--- config.mk ---
export PLATFORM = sky130hd
export DESIGN_NAME = imem_loader
export DESIGN_NICKNAME = d
export VERILOG_FILES = /design/src/rtl/imem_loader.sv
export SDC_FILE = /design/constraint.sdc
export NUM_CORES = 1
export LEC_CHECK = 0
export BUFFER_PORTS_ARGS = -buffer_cell sky130_fd_sc_hd__buf_2
export CORE_MARGIN = 4
export CORE_UTILIZATION = 45
export DETAILED_ROUTE_END_ITERATION = 7
export PLACE_DENSITY = 0.7
export SYNTH_ARGS = -nofsm -noshare
export SYNTH_HDL_FRONTEND = slang
export SYNTH_SLANG_ARGS = --single-unit
--- constraint.sdc ---
create_clock -name clk -period 2.25 [get_ports clk]
set_input_delay 0.225 -clock clk [delete_from_list [all_inputs] [get_ports clk]]
set_output_delay 0.225 -clock clk [all_outputs]
set_load 0.05 [all_outputs]
--- src/rtl/imem_loader.sv ---
// Byte-stream program loader: frames SYNC, N, then N big-endian 16-bit words into instruction memory.
// Define IMEM_LOADER_CKSUM_EN to require a trailing 8-bit checksum byte (sum of N and all data bytes).
module imem_loader #(
  parameter logic [7:0] BASE_ADDR = 8'h00,
  parameter logic [7:0] SYNC_BYTE = 8'hA5
) (
  input  logic        clk,
  input  logic        rst,
  input  logic        in_valid,
  input  logic [7:0]  in_data,
  output logic        in_ready,
  output logic        imem_wen,
  output logic [7:0]  imem_waddr,
  output logic [15:0] imem_wdata,
  output logic        cpu_rst,
  output logic        done,
  output logic        err,
  output logic [7:0]  word_cnt
);

  typedef enum logic [2:0] {IDLE, LEN, HI, LO, CKSUM, WAIT, DONE} state_t;

  state_t     state;
  logic [7:0] len;
  logic [7:0] hi;
  logic       accept;
`ifdef IMEM_LOADER_CKSUM_EN
  logic [7:0] acc;
`endif

  // Only WAIT and DONE refuse bytes; there is no other back-pressure.
  assign in_ready = (state != WAIT) && (state != DONE);
  assign accept   = in_valid && in_ready;

  always_ff @(posedge clk) begin
    if (rst) begin
      state      <= IDLE;
      len        <= 8'h00;
      hi         <= 8'h00;
      imem_wen   <= 1'b0;
      imem_waddr <= 8'h00;
      imem_wdata <= 16'h0000;
      cpu_rst    <= 1'b1;
      done       <= 1'b0;
      err        <= 1'b0;
      word_cnt   <= 8'h00;
`ifdef IMEM_LOADER_CKSUM_EN
      acc        <= 8'h00;
`endif
    end else begin
      imem_wen <= 1'b0;
      case (state)
        IDLE: begin
          if (accept && in_data == SYNC_BYTE) begin
            state    <= LEN;
            err      <= 1'b0;
            word_cnt <= 8'h00;
`ifdef IMEM_LOADER_CKSUM_EN
            acc      <= 8'h00;
`endif
          end
        end
        LEN: begin
          if (accept) begin
            len <= in_data;
`ifdef IMEM_LOADER_CKSUM_EN
            acc <= in_data;
`endif
            if (in_data == 8'h00) begin
              err   <= 1'b1;
              state <= IDLE;
            end else begin
              state <= HI;
            end
          end
        end
        HI: begin
          if (accept) begin
            hi    <= in_data;
`ifdef IMEM_LOADER_CKSUM_EN
            acc   <= acc + in_data;
`endif
            state <= LO;
          end
        end
        LO: begin
          if (accept) begin
`ifdef IMEM_LOADER_CKSUM_EN
            acc        <= acc + in_data;
`endif
            imem_wen   <= 1'b1;
            imem_waddr <= BASE_ADDR + word_cnt;
            imem_wdata <= {hi, in_data};
            word_cnt   <= word_cnt + 8'd1;
            if (word_cnt + 8'd1 == len) begin
`ifdef IMEM_LOADER_CKSUM_EN
              state <= CKSUM;
`else
              state <= WAIT;
`endif
            end else begin
              state <= HI;
            end
          end
        end
        CKSUM: begin
`ifdef IMEM_LOADER_CKSUM_EN
          if (accept) begin
            if (in_data == acc) begin
              state   <= DONE;
              done    <= 1'b1;
              cpu_rst <= 1'b0;
            end else begin
              err   <= 1'b1;
              state <= IDLE;
            end
          end
`else
          state <= IDLE;
`endif
        end
        WAIT: begin
          // The final write issued on the previous edge lands before the CPU is released.
          state   <= DONE;
          done    <= 1'b1;
          cpu_rst <= 1'b0;
        end
        DONE: begin
          state <= DONE;
        end
        default: state <= IDLE;
      endcase
    end
  end

endmodule

==> key figures <==
Outcome
  • Status: complete, no violations

Yosys
  • Top_reg_cell synth: dfxtp_1
  • Top cells by area, synth: dfxtp_1 46%, nand2_1 12%, a21oi_1 9.8%
  • Syn_nets: 317
  • Yosys reg bits: 55
  • Largest area contributor in the netlist: dfxtp_1
  • Number of flops mapped to enable cells by yosys: 0
  • Post-Synthesis Cells: 305
  • Synthesized area: 2400 um2
  • Register area share after synthesis: 45.8%
  • Yosys warns: 0
  • Async S/R FF share, synth: 0%
  • Netlist cell types: 41
  • Mean area per synthesized cell: 7.88 um2
  • Post-synth top area share: 45.8%

Detailed routing
  • DRC: 0
  • Routed WL: 5640 um
  • Vias post-DR: 2,208
  • DR WL/cell: 13.4 um
  • Drt first pass iters: 4
  • Routed vias/inst: 5.24
  • Antenna-violating nets left: 0
  • DR iter-0 viols: 141

Finish
  • Layout filler cell count: 525
  • Post-Layout Cell Count: 421
  • Antenna cell count: 0
  • Layout cells sized above 1: 23.1%
  • Area occupied by multi-input gates: 1250 um2
  • Commonest non-fill, non-tap cell in the layout: nand2_1
  • Area Growth Syn to Fin: 20.1%
  • Commonest cells after routing, fill and taps aside: 77 x nand2_1, 50 x dfxtp_1, 47 x a21oi_1, 47 x buf_2, 21 x nor2_1
  • FF+latch area: 1110 um2
  • Nets@finish: 362

Power and ir drop
  • NetSw: 0.358 mW
  • Max VDD drop: 0.000454 V
  • Internal power: 1.23 mW
  • Sw frac: 22.5%
  • Sequential fraction of design power: 61.0%
  • P_leak: 1.11 nW
  • Pwr dens: 551 nW/um2
  • Combinational share of power: 2.8%
  • Clock network fraction of total power: 36.2%

Placed design
  • HPWL Detailed: 3990 um
  • Dpl cells: 412
  • Setup WS pre-CTS: 0.0337 ns
  • Port Buffers: 47
  • RD Place Congestion: 0.851

Setup path
  • Worst Setup End Kind: register
  • CP delay by family, top: simple AND/OR/NAND/NOR gates
  • Stages on the worst setup path: 7
  • WP data arrival: 2.33 ns
  • Crit-path slowest cell: or4_4
  • Crit-path max FO: 6
  • Buf+Inv Stages, Crit Path: 0
  • Setup CP Type: register to register
  • Cells on worst reg2reg path: 7
  • Crit-path cells: ha_4, xnor2_2, xnor2_1, nor4_1, nand4_1, or4_4, o41ai_2
  • Crit start category: register
  • Critical Path RT: 2.47 ns
  • Slowest stage delay, CP: 0.54 ns

Floorplan
  • FP Rows: 26
  • Io pins: 48
  • Die Ht: 81.1 um
  • Die ar.: 6580 um2
  • Die Wd: 81.1 um
  • Starting Density: 46.8%
  • CORE AREA: 5140 um2

Timing
  • Crit share post-route: 94.1%
  • Final Hold Fails: 0
  • Skew final: 0.00808 ns
  • Setup WS post-layout: 0.133 ns
  • Minimum clock period: 2.12 ns
  • Final setup fails: 0
  • Fin. max-slew vios: 0
  • Tightest Pin Transition: 0.494 ns
  • Slew headroom: 67.0%
  • Fmax: 0.472 GHz

Global routing
  • First-pass GRT wire length: 9870 um
  • Overall Global Routing Usage: 18.7%
  • Vias in the first global route: 2,134
  • Grt ovf: 0
  • Initial antenna violation count: 0
  • Largest net degree at the start of global routing: 27

CTS
  • Clk slew on worst S/H paths: 0.10 ns
  • # clock sinks: 55
  • CTS root buf: clkbuf_8
  • Clk_lat worst skew: 0.31 ns
  • CTS buffer count: 5
  • # H-tree levels: 2
  • CTS tree: yes
  • CTS Buffer Depth: 2

Hold path
  • Hold Path Depth: 3
  • Worst Hold Class: input pin to register

Job
  • Max-cap violations: 0
==> worst register-to-register path, stage by stage (launching register included) <==
cell,delay [ns]
dfxtp_4,0.38
ha_4,0.19
xnor2_2,0.15
xnor2_1,0.13
nor4_1,0.24
nand4_1,0.13
or4_4,0.54
o41ai_2,0.28
==> sequential cells by signal (all words and copies together), names as in the netlist <==
register and cells:
cpu_rst 1, done 1, err 1, hi 8, imem_waddr 8, imem_wdata 16, imem_wen 1, len 8
state 3, word_cnt 8
==> what timing repair did <==
action                                 CTS  global route
buffers inserted                         0             1
resized for setup                        0            11
hold buffers                             0             0
setup endpoints to repair                0             3
endpoints found under the hold margin    0             0
==> per-stage QoR <==
| step | utilization, % | TNS [ns] | hold slack, ns | total power, mW | instance area (um2) |
|---|---|---|---|---|---|
| floorplan | - | 0 | 0.361 | 1.01 | 2420 |
| global placement | 53.4 | 0 | 0.429 | 1.04 | 2750 |
| detailed placement | 53.4 | 0 | 0.444 | 1.04 | 2750 |
| CTS | 55.3 | 0 | 0.170 | 1.61 | 2840 |
| global route | 56.2 | -0.00967 | 0.166 | 1.65 | 2890 |
| finish | 56.2 | 0 | 0.181 | 1.59 | 2890 |
==> per-layer routing <==
layer | GRT usage, % | share of wire [%] | vias to the layer above
met4 | 5.74 | 1.2 | 0
met3 | 4.32 | 4.3 | 10
met2 | 29.6 | 46 | 47
li1 | - | - | 1126
met5 | 0 | 0 | -
met1 | 25.3 | 48 | 1025
==> cell families after synthesis <==
kind of cell / after synthesis / share of synthesized area (%)
AO/OA/AOI/OAI: 70 / 16.4
XOR/XNOR: 8 / 2.91
adder cells (fa/ha/maj): 1 / 0.520
buffers and inverters: 22 / 3.54
flip-flops: 55 / 45.8
multiplexers: 10 / 4.16
AND/OR/NAND/NOR: 139 / 26.7
==> power groups by stage <==
| stage | clock network [mW] | registers (mW) | logic [mW] |
|---|---|---|---|
| global placement | 0 | 0.993 | 0.0444 |
| global route | 0.633 | 0.971 | 0.0497 |
| detailed placement | 0 | 0.993 | 0.0446 |
| finish | 0.577 | 0.970 | 0.0449 |
| CTS | 0.594 | 0.970 | 0.0447 |
| floorplan | 0 | 0.993 | 0.0211 |
==> area by class of cell <==
| cell class | instances | share of cell area (%) |
|---|---|---|
| multi-input cells | 228 | 43.4 |
| clock buffers | 6 | 2.86 |
| well taps | 70 | 3.03 |
| repair buffers | 57 | 11.3 |
| flip-flops and latches | 55 | 38.5 |
| inverters | 3 | 0.390 |
| clock inverters | 2 | 0.563 |
==> Yosys cell counts, drive strengths merged (2+ instances only) <==
cell type / count
xor2: 2
nor3: 4
clkbuf: 13
mux2i: 10
o21ai: 12
and4: 2
nand2b: 7
nand3: 6
nor2: 22
nor4: 2
nand4: 2
dfxtp: 55
or3: 2
nand2: 77
buf: 6
inv: 3
and2: 4
xnor2: 6
or4: 3
a21o: 2
a21oi: 47
nand3b: 2
==> path summary, 6_finish.rpt <==
check	from	end	slack [ns]
hold reg to reg	imem_waddr[2]$_SDFFE_PP0P_	imem_waddr[2]$_SDFFE_PP0P_	0.46
setup reg to reg	word_cnt[1]$_SDFFE_PP0P_	state[0]$_SDFFE_PP0P_	0.13
hold / removal	in_data[1]	imem_wdata[1]$_SDFFE_PP0P_	0.18
setup / recovery	word_cnt[1]$_SDFFE_PP0P_	state[0]$_SDFFE_PP0P_	0.13
(Power assumes the default switching activity.)
